[src/rtl/sklansky_pipe_addsub_if.sv]
// Operand/result stream for sklansky_pipe_addsub: valid/ready beats in, valid/ready results out.
// No storage here; timing and backpressure live in the block that uses the slave modport.
interface sklansky_pipe_addsub_if #(
    parameter int N = 64
);
    logic         in_valid;
    logic         in_ready;
    logic [N-1:0] a;
    logic [N-1:0] b;
    logic         cin;
    logic         sub;
    logic         out_valid;
    logic         out_ready;
    logic [N-1:0] sum;
    logic         cout;
    logic         ovf;
    logic         zero;

    modport master (
        output in_valid, a, b, cin, sub, out_ready,
        input  in_ready, out_valid, sum, cout, ovf, zero
    );

    modport slave (
        input  in_valid, a, b, cin, sub, out_ready,
        output in_ready, out_valid, sum, cout, ovf, zero
    );
endinterface

[src/rtl/sklansky_pipe_addsub.sv]
// Pipelined Sklansky prefix adder/subtractor; ovf/zero flags built only with SKLANSKY_FLAGS_EN.
// Latency 1 + ceil($clog2(N)/REG_EVERY) cycles, one beat per cycle.
// Backpressure: a held output freezes every stage; in_ready = ~(out_valid & ~out_ready).
module sklansky_pipe_addsub #(
    parameter int N         = 64,
    parameter int REG_EVERY = 1
) (
    input  logic                   clk,
    input  logic                   rst_n,
    sklansky_pipe_addsub_if.slave  io
);
    localparam int LOG = $clog2(N);

    logic stall;
    logic en;

    assign stall       = io.out_valid & ~io.out_ready;
    assign en          = ~stall;
    assign io.in_ready = en;

    // Stage 0: operands with subtraction already folded into b and the carry.
    logic         v0;
    logic [N-1:0] a0;
    logic [N-1:0] b0;
    logic         c0;

    always_ff @(posedge clk or negedge rst_n) begin
        if (!rst_n) begin
            v0 <= 1'b0;
            a0 <= '0;
            b0 <= '0;
            c0 <= 1'b0;
        end else if (en) begin
            v0 <= io.in_valid;
            if (io.in_valid) begin
                a0 <= io.a;
                b0 <= io.sub ? ~io.b : io.b;
                c0 <= io.cin ^ io.sub;
            end
        end
    end

    for (genvar s = 0; s < LOG; s++) begin : lvl
        localparam int H      = 1 << s;
        localparam bit IS_REG = (s < LOG - 1) && (((s + 1) % REG_EVERY) == 0);

        logic [N-1:0] g_i, p_i, x_i, g_o, p_o, g_q, p_q, x_q;
        logic         c_i, v_i, c_q, v_q;
`ifdef SKLANSKY_FLAGS_EN
        logic         am_i, bm_i, am_q, bm_q;
`endif

        if (s == 0) begin : src
            assign p_i = a0 ^ b0;
            assign x_i = a0 ^ b0;
            assign g_i = (a0 & b0) | {{(N-1){1'b0}}, p_i[0] & c0};
            assign c_i = c0;
            assign v_i = v0;
`ifdef SKLANSKY_FLAGS_EN
            assign am_i = a0[N-1];
            assign bm_i = b0[N-1];
`endif
        end else begin : src
            assign g_i = lvl[s-1].g_q;
            assign p_i = lvl[s-1].p_q;
            assign x_i = lvl[s-1].x_q;
            assign c_i = lvl[s-1].c_q;
            assign v_i = lvl[s-1].v_q;
`ifdef SKLANSKY_FLAGS_EN
            assign am_i = lvl[s-1].am_q;
            assign bm_i = lvl[s-1].bm_q;
`endif
        end

        // Bits with index bit s set absorb the top bit of the block just below them.
        always_comb begin
            g_o = g_i;
            p_o = p_i;
            for (int i = 0; i < N; i++) begin
                if (((i >> s) & 1) == 1) begin
                    g_o[i] = g_i[i] | (p_i[i] & g_i[(i | (H - 1)) - H]);
                    p_o[i] = p_i[i] & p_i[(i | (H - 1)) - H];
                end
            end
        end

        if (IS_REG) begin : stg
            always_ff @(posedge clk or negedge rst_n) begin
                if (!rst_n) begin
                    v_q <= 1'b0;
                    g_q <= '0;
                    p_q <= '0;
                    x_q <= '0;
                    c_q <= 1'b0;
                end else if (en) begin
                    v_q <= v_i;
                    g_q <= g_o;
                    p_q <= p_o;
                    x_q <= x_i;
                    c_q <= c_i;
                end
            end
`ifdef SKLANSKY_FLAGS_EN
            always_ff @(posedge clk or negedge rst_n) begin
                if (!rst_n) begin
                    am_q <= 1'b0;
                    bm_q <= 1'b0;
                end else if (en) begin
                    am_q <= am_i;
                    bm_q <= bm_i;
                end
            end
`endif
        end else begin : thru
            assign v_q = v_i;
            assign g_q = g_o;
            assign p_q = p_o;
            assign x_q = x_i;
            assign c_q = c_i;
`ifdef SKLANSKY_FLAGS_EN
            assign am_q = am_i;
            assign bm_q = bm_i;
`endif
        end
    end

    logic [N-1:0] fin_g;
    logic [N-1:0] fin_x;
    logic [N-1:0] sum_nx;
    logic         fin_c;
    logic         fin_v;
    logic         unused_p;

    assign fin_g    = lvl[LOG-1].g_q;
    assign fin_x    = lvl[LOG-1].x_q;
    assign fin_c    = lvl[LOG-1].c_q;
    assign fin_v    = lvl[LOG-1].v_q;
    assign unused_p = ^lvl[LOG-1].p_q;
    assign sum_nx   = fin_x ^ {fin_g[N-2:0], fin_c};

    logic         out_valid_q;
    logic [N-1:0] sum_q;
    logic         cout_q;

    always_ff @(posedge clk or negedge rst_n) begin
        if (!rst_n) begin
            out_valid_q <= 1'b0;
            sum_q       <= '0;
            cout_q      <= 1'b0;
        end else if (en) begin
            out_valid_q <= fin_v;
            sum_q       <= sum_nx;
            cout_q      <= fin_g[N-1];
        end
    end

    assign io.out_valid = out_valid_q;
    assign io.sum       = sum_q;
    assign io.cout      = cout_q;

`ifdef SKLANSKY_FLAGS_EN
    logic ovf_q;
    logic zero_q;

    // Flags are qualified by the stage valid so they never assert on a bubble.
    always_ff @(posedge clk or negedge rst_n) begin
        if (!rst_n) begin
            ovf_q  <= 1'b0;
            zero_q <= 1'b0;
        end else if (en) begin
            ovf_q  <= fin_v & (lvl[LOG-1].am_q == lvl[LOG-1].bm_q) & (sum_nx[N-1] != lvl[LOG-1].am_q);
            zero_q <= fin_v & (sum_nx == '0);
        end
    end

    assign io.ovf  = ovf_q;
    assign io.zero = zero_q;
`else
    assign io.ovf  = 1'b0;
    assign io.zero = 1'b0;
`endif
endmodule

[src/flat_wrapper.sv]
// flat-port wrapper written by rule: the top's interface ports become plain ports
module sklansky_pipe_addsub_flat 
#(
    parameter int N         = 64,
    parameter int REG_EVERY = 1
)
  (clk, rst_n, io_in_valid, io_a, io_b, io_cin, io_sub, io_out_ready, io_in_ready, io_out_valid, io_sum, io_cout, io_ovf, io_zero);
  sklansky_pipe_addsub_if #(.N(N)) io_i ();
  input  logic clk;
  input  logic rst_n;
  input wire logic [$bits(io_i.in_valid)-1:0] io_in_valid;
  input wire logic [$bits(io_i.a)-1:0] io_a;
  input wire logic [$bits(io_i.b)-1:0] io_b;
  input wire logic [$bits(io_i.cin)-1:0] io_cin;
  input wire logic [$bits(io_i.sub)-1:0] io_sub;
  input wire logic [$bits(io_i.out_ready)-1:0] io_out_ready;
  output wire logic [$bits(io_i.in_ready)-1:0] io_in_ready;
  output wire logic [$bits(io_i.out_valid)-1:0] io_out_valid;
  output wire logic [$bits(io_i.sum)-1:0] io_sum;
  output wire logic [$bits(io_i.cout)-1:0] io_cout;
  output wire logic [$bits(io_i.ovf)-1:0] io_ovf;
  output wire logic [$bits(io_i.zero)-1:0] io_zero;
  assign io_i.in_valid = io_in_valid;
  assign io_i.a = io_a;
  assign io_i.b = io_b;
  assign io_i.cin = io_cin;
  assign io_i.sub = io_sub;
  assign io_i.out_ready = io_out_ready;
  assign io_in_ready = io_i.in_ready;
  assign io_out_valid = io_i.out_valid;
  assign io_sum = io_i.sum;
  assign io_cout = io_i.cout;
  assign io_ovf = io_i.ovf;
  assign io_zero = io_i.zero;
  sklansky_pipe_addsub #(.N(N), .REG_EVERY(REG_EVERY)) u_core (.clk(clk), .rst_n(rst_n), .io(io_i));
endmodule
[config.mk]
export PLATFORM = sky130hd
export DESIGN_NAME = sklansky_pipe_addsub_flat
export DESIGN_NICKNAME = d
export VERILOG_FILES = /design/src/rtl/sklansky_pipe_addsub_if.sv /design/src/rtl/sklansky_pipe_addsub.sv /design/src/flat_wrapper.sv
export SDC_FILE = /design/constraint.sdc
export NUM_CORES = 2
export LEC_CHECK = 0
export CORE_MARGIN = 3
export CORE_UTILIZATION = 60
export DETAILED_ROUTE_END_ITERATION = 10
export PLACE_DENSITY = 0.88
export SKIP_LAST_GASP = 1
export SLEW_MARGIN = 25
export SYNTH_ARGS = -nofsm -noshare
export SYNTH_HDL_FRONTEND = slang
export SYNTH_SLANG_ARGS = --single-unit
[constraint.sdc]
create_clock -name clk -period 2.2 [get_ports clk]
set_input_delay 0.44 -clock clk [delete_from_list [all_inputs] [get_ports clk]]
set_output_delay 0.44 -clock clk [all_outputs]
set_load 0.05 [all_outputs]
==> impl_metrics.py <==
metrics = {
    "place": {
        "buffer_ports.inserted": 200,
        "dp.final_hpwl_um": 57600,
        "placed_cells_incl_taps": 5406,
        "gp_routability_congestion": 0.817,
    },
    "synthesis": {
        "yosys.area_share.xor_xnor_pct": 2.69,
        "ys_seq_elements": 1047,
        "synth.top_cell.area_share_pct": 62.8,
        "synth_top_family_by_area": "simple AND/OR/NAND/NOR gates",
        "syn_inst": 4415,
        "post_synth.cell_area_avg_um2": 9.45,
        "synth_area_leader_cell": "sky130_fd_sc_hd__dfrtp_1",
        "synth_compound_gate_area_share_pct": 6.57,
        "combined_area_of_all_synthesized_cells_um2": 41700,
        "synth_adder_area_share_pct": 1.95,
        "synth-simple-area-share_pct": 21.1,
        "synthDistinctLibCells": 23,
        "ys_warn_count": 0,
        "synth.yosys.seq_area_share_pct": 62.8,
        "synthTopCellsByArea": "sky130_fd_sc_hd__dfrtp_1 63%, sky130_fd_sc_hd__nand2_1 19%, sky130_fd_sc_hd__a21oi_1 3.9%",
        "multiplexer_share_of_the_synthesized_area_pct": 2.00,
    },
    "worst_setup_path": {
        "critPathArrivalTime_ns": 1.67,
        "setup.worst_path.start_class": "flip-flop",
        "path_class": "reg -> out",
        "setup.worst_path.end_class": "output port",
        "cp_max_fo": 6,
        "worst_path_largest_cell_delay_ns": 0.36,
        "cpLargestDelayFamily": "buffers and inverters",
        "crit_path_top_delay_cell": "sky130_fd_sc_hd__dfrtp_1",
        "crit_path_cell_trace": "nor2b_4 > inv_8 > buf_4 > buf_12",
        "worst-path-buf-inv": 3,
        "cp.required_ns": 1.76,
    },
    "floorplanning": {
        "num_rows": 96,
        "boundaryPins": 203,
        "die_y_um": 270,
        "placeableCoreArea_um2": 68700,
        "dieArea_um2": 72800,
        "initial_core_utilization_pct": 60.8,
        "floorplan.die.width_um": 270,
    },
    "clocking": {
        "cts_max_path_buffers": 3,
        "h_tree_level_count": 3,
        "clk_root_buffer_cell": "sky130_fd_sc_hd__clkbuf_16",
        "clk_pin_slew_ns": 0.06,
        "worstSkewPairLatency_ns": 0.67,
        "total_clock_buffers_created_by_cts": 102,
        "clkSinkCount": 1047,
        "cts_tree": "yes",
    },
    "routing": {
        "drt_first_pass_iters": 6,
        "routed_wirelength_um": 95700,
        "vias": 31100,
        "detail_route.drc_violations": 0,
        "dr.first_iter.drc_count": 3400,
        "routed_via_density": 5.55,
        "final_antenna_net_count": 0,
        "routedWlPerCell_um": 17.1,
    },
    "hold_path": {
        "worstHoldPathType": "in -> reg",
    },
    "power_and_ir_drop": {
        "internal-power_w": 0.0446,
        "power_frac_comb_pct": 28.8,
        "static-leakage-power_nw": 24.5,
        "power.sequential.fraction_pct": 46.6,
        "power.clock.fraction_pct": 24.6,
        "worst_voltage_drop_across_the_vdd_grid_v": 0.000772,
        "power_density_nw_per_um2": 1450,
        "net-switching-power_w": 0.0260,
        "power.switching_fraction_pct": 36.8,
    },
    "layout": {
        "final-instance-count-excl-fill": 5597,
        "final_layout_size_suffix_gt1_share_pct": 7.80,
        "fillerInstances": 4489,
        "layout.core_utilization_pct": 70.7,
        "register_area_um2": 26200,
        "area_of_the_multi_input_gates_um2": 14300,
        "area_growth_pct": 16.4,
        "insertedDiodeCount": 0,
        "finalNetCount": 4783,
        "most_frequent_standard_cell_in_the_layout_excluding_fill_and_tap_cells": "sky130_fd_sc_hd__nand2_1",
        "final_cell_mix": "2167 x sky130_fd_sc_hd__nand2_1, 1047 x sky130_fd_sc_hd__dfrtp_1, 322 x sky130_fd_sc_hd__a21oi_1",
    },
    "sta": {
        "skew_ns": 0.0345,
        "hold_violations": 0,
        "max_slew.worst_pin.slew_ns": 0.927,
        "rsz0062_at_grt": "no",
        "finalWorstPathRequiredPeriod_ns": 2.11,
        "timing.slew.headroom_pct": 38.2,
        "finalSetupViolCount": 0,
        "final_min_period_over_clock_period_pct": 95.8,
        "hold_slack_ns": 0.268,
        "fin_setup_tns_ns": 0,
        "fmax_mhz": 474,
        "slew_violations": 0,
    },
    "grt": {
        "gr-usage-all-layers_pct": 26.6,
        "number_of_antenna_violations_at_the_first_check_in_global_routing": 0,
        "overflow": 0,
        "largest_net_degree_at_the_start_of_global_routing": 109,
        "grt_first_pass_wirelength_um": 159000,
        "number_of_global_route_vias_before_repair": 31600,
    },
    "run_status": {
        "outcome": "complete, no violations",
    },
    "job": {
        "cap_viol_max_count": 0,
    },
}
-- cell type report --
class | instances | area share (%)
multi-input combinational | 3110 | 29.5
tap | 931 | 2.40
clock buffer | 155 | 6.22
sequential | 1047 | 53.9
inverter | 1 | 0.0232
timing repair buffer | 322 | 7.22
clock inverter | 31 | 0.665
-- metrics by stage --
step / cell area [um^2] / total power, W / worst slack (ns)
2_1_floorplan: 41700 / 0.0454 / 0.166
3_3_place_gp: 45300 / 0.0513 / -0.0218
3_5_place_dp: 45300 / 0.0528 / -0.0691
4_1_cts: 48500 / 0.0707 / 0.0156
5_1_grt: 48600 / 0.0750 / 0.0220
6_report: 48600 / 0.0706 / 0.0924
-- sequential cells by signal (all words and copies together), names as in the netlist --
register,cells
u_core.lvl.x_q,256
u_core.io.sum,64
u_core.b0,64
u_core.io.cout,1
u_core.fin_x,64
u_core.lvl.v_q,4
u_core.lvl.c_q,4
u_core.lvl.p_q,201
u_core.lvl.g_q,320
u_core.fin_c,1
u_core.a0,64
u_core.fin_v,1
u_core.io.out_valid,1
u_core.lvl.v_i,1
u_core.c0,1
-- worst reg2reg max path, stage by stage (launching register included) --
cell and delay, ns:
sky130_fd_sc_hd__dfrtp_1 0.36, sky130_fd_sc_hd__nor2b_4 0.28, sky130_fd_sc_hd__buf_4 0.16, sky130_fd_sc_hd__buf_4 0.11, sky130_fd_sc_hd__buf_4 0.38, sky130_fd_sc_hd__buf_4 0.37, sky130_fd_sc_hd__o21ai_0 0.17
-- synthesized netlist by cell type --
| master | count |
|---|---|
| sky130_fd_sc_hd__nand2_1 | 2167 |
| sky130_fd_sc_hd__dfrtp_1 | 1047 |
| sky130_fd_sc_hd__a21oi_1 | 322 |
| sky130_fd_sc_hd__o21ai_0 | 223 |
| sky130_fd_sc_hd__buf_2 | 130 |
| sky130_fd_sc_hd__nand3_1 | 129 |
| sky130_fd_sc_hd__clkbuf_1 | 110 |
| sky130_fd_sc_hd__xnor2_1 | 97 |
| sky130_fd_sc_hd__ha_1 | 65 |
| sky130_fd_sc_hd__mux2_2 | 34 |
| sky130_fd_sc_hd__xor2_1 | 31 |
| sky130_fd_sc_hd__mux2_4 | 30 |
| sky130_fd_sc_hd__buf_6 | 8 |
| sky130_fd_sc_hd__buf_1 | 5 |
| sky130_fd_sc_hd__nor2_1 | 5 |
| sky130_fd_sc_hd__buf_4 | 4 |
| sky130_fd_sc_hd__a21o_1 | 2 |
| sky130_fd_sc_hd__and2_1 | 1 |
| sky130_fd_sc_hd__clkbuf_2 | 1 |
| sky130_fd_sc_hd__conb_1 | 1 |
| sky130_fd_sc_hd__inv_2 | 1 |
| sky130_fd_sc_hd__nand2b_1 | 1 |
| sky130_fd_sc_hd__nor2b_1 | 1 |
-- cell families after synthesis --
kind of cell,after synthesis
DFF,1047
and+or+nand+nor,2304
muxes,64
adders and majority gates,65
xor gates and xnor gates,128
buffers and inverters,259
other,1
AOI/OAI and AO/OA,547
-- power by group through the flow --
stage,sequential [W],clock [W],combinational (W)
after floorplan,0.0330,0,0.0124
after global placement,0.0323,0,0.0190
after detailed placement,0.0328,0,0.0201
after CTS,0.0327,0.0176,0.0204
after global routing,0.0337,0.0184,0.0228
final,0.0329,0.0174,0.0203
-- routing by layer --
layer	wire, um	vias to the layer above	track usage [%]
met5	0	-	0
met4	3100	0	10.5
met3	5880	233	4.70
met2	47500	1158	44.6
met1	39300	15300	34.8
li1	-	14400	-
-- final timing paths --
kind                                              startpoint  slack [ns]                                end  depth (start not counted)
hold reg to reg            u_core.lvl[3].p_q[39]$_DFFE_PN0N_        0.47  u_core.lvl[4].p_q[39]$_DFFE_PN0N_                          2
setup reg to reg             u_core.io.out_valid$_DFFE_PN0N_        0.24      u_core.io.sum[55]$_DFFE_PN0N_                          6
max in group asynchronous                              rst_n        0.98  u_core.lvl[1].p_q[38]$_DFFE_PN0N_                          4
setup / recovery             u_core.io.out_valid$_DFFE_PN0N_        0.09                        io_in_ready                          4
hold / removal                                        io_sub        0.27           u_core.b0[6]$_DFFE_PN0P_                          3
min in group asynchronous                              rst_n        0.28   u_core.lvl[0].g_q[6]$_DFFE_PN0N_                          2
-- timing repair --
action                     in CTS  in global routing
gates resized for setup        53                  0
cloned                          0                  0
setup endpoints to repair      54                  1
hold buffers                    1                  0
buffers inserted                1                  4
hold endpoints to repair       18                  0
No activity file was read; power rests on OpenSTA's default activity.
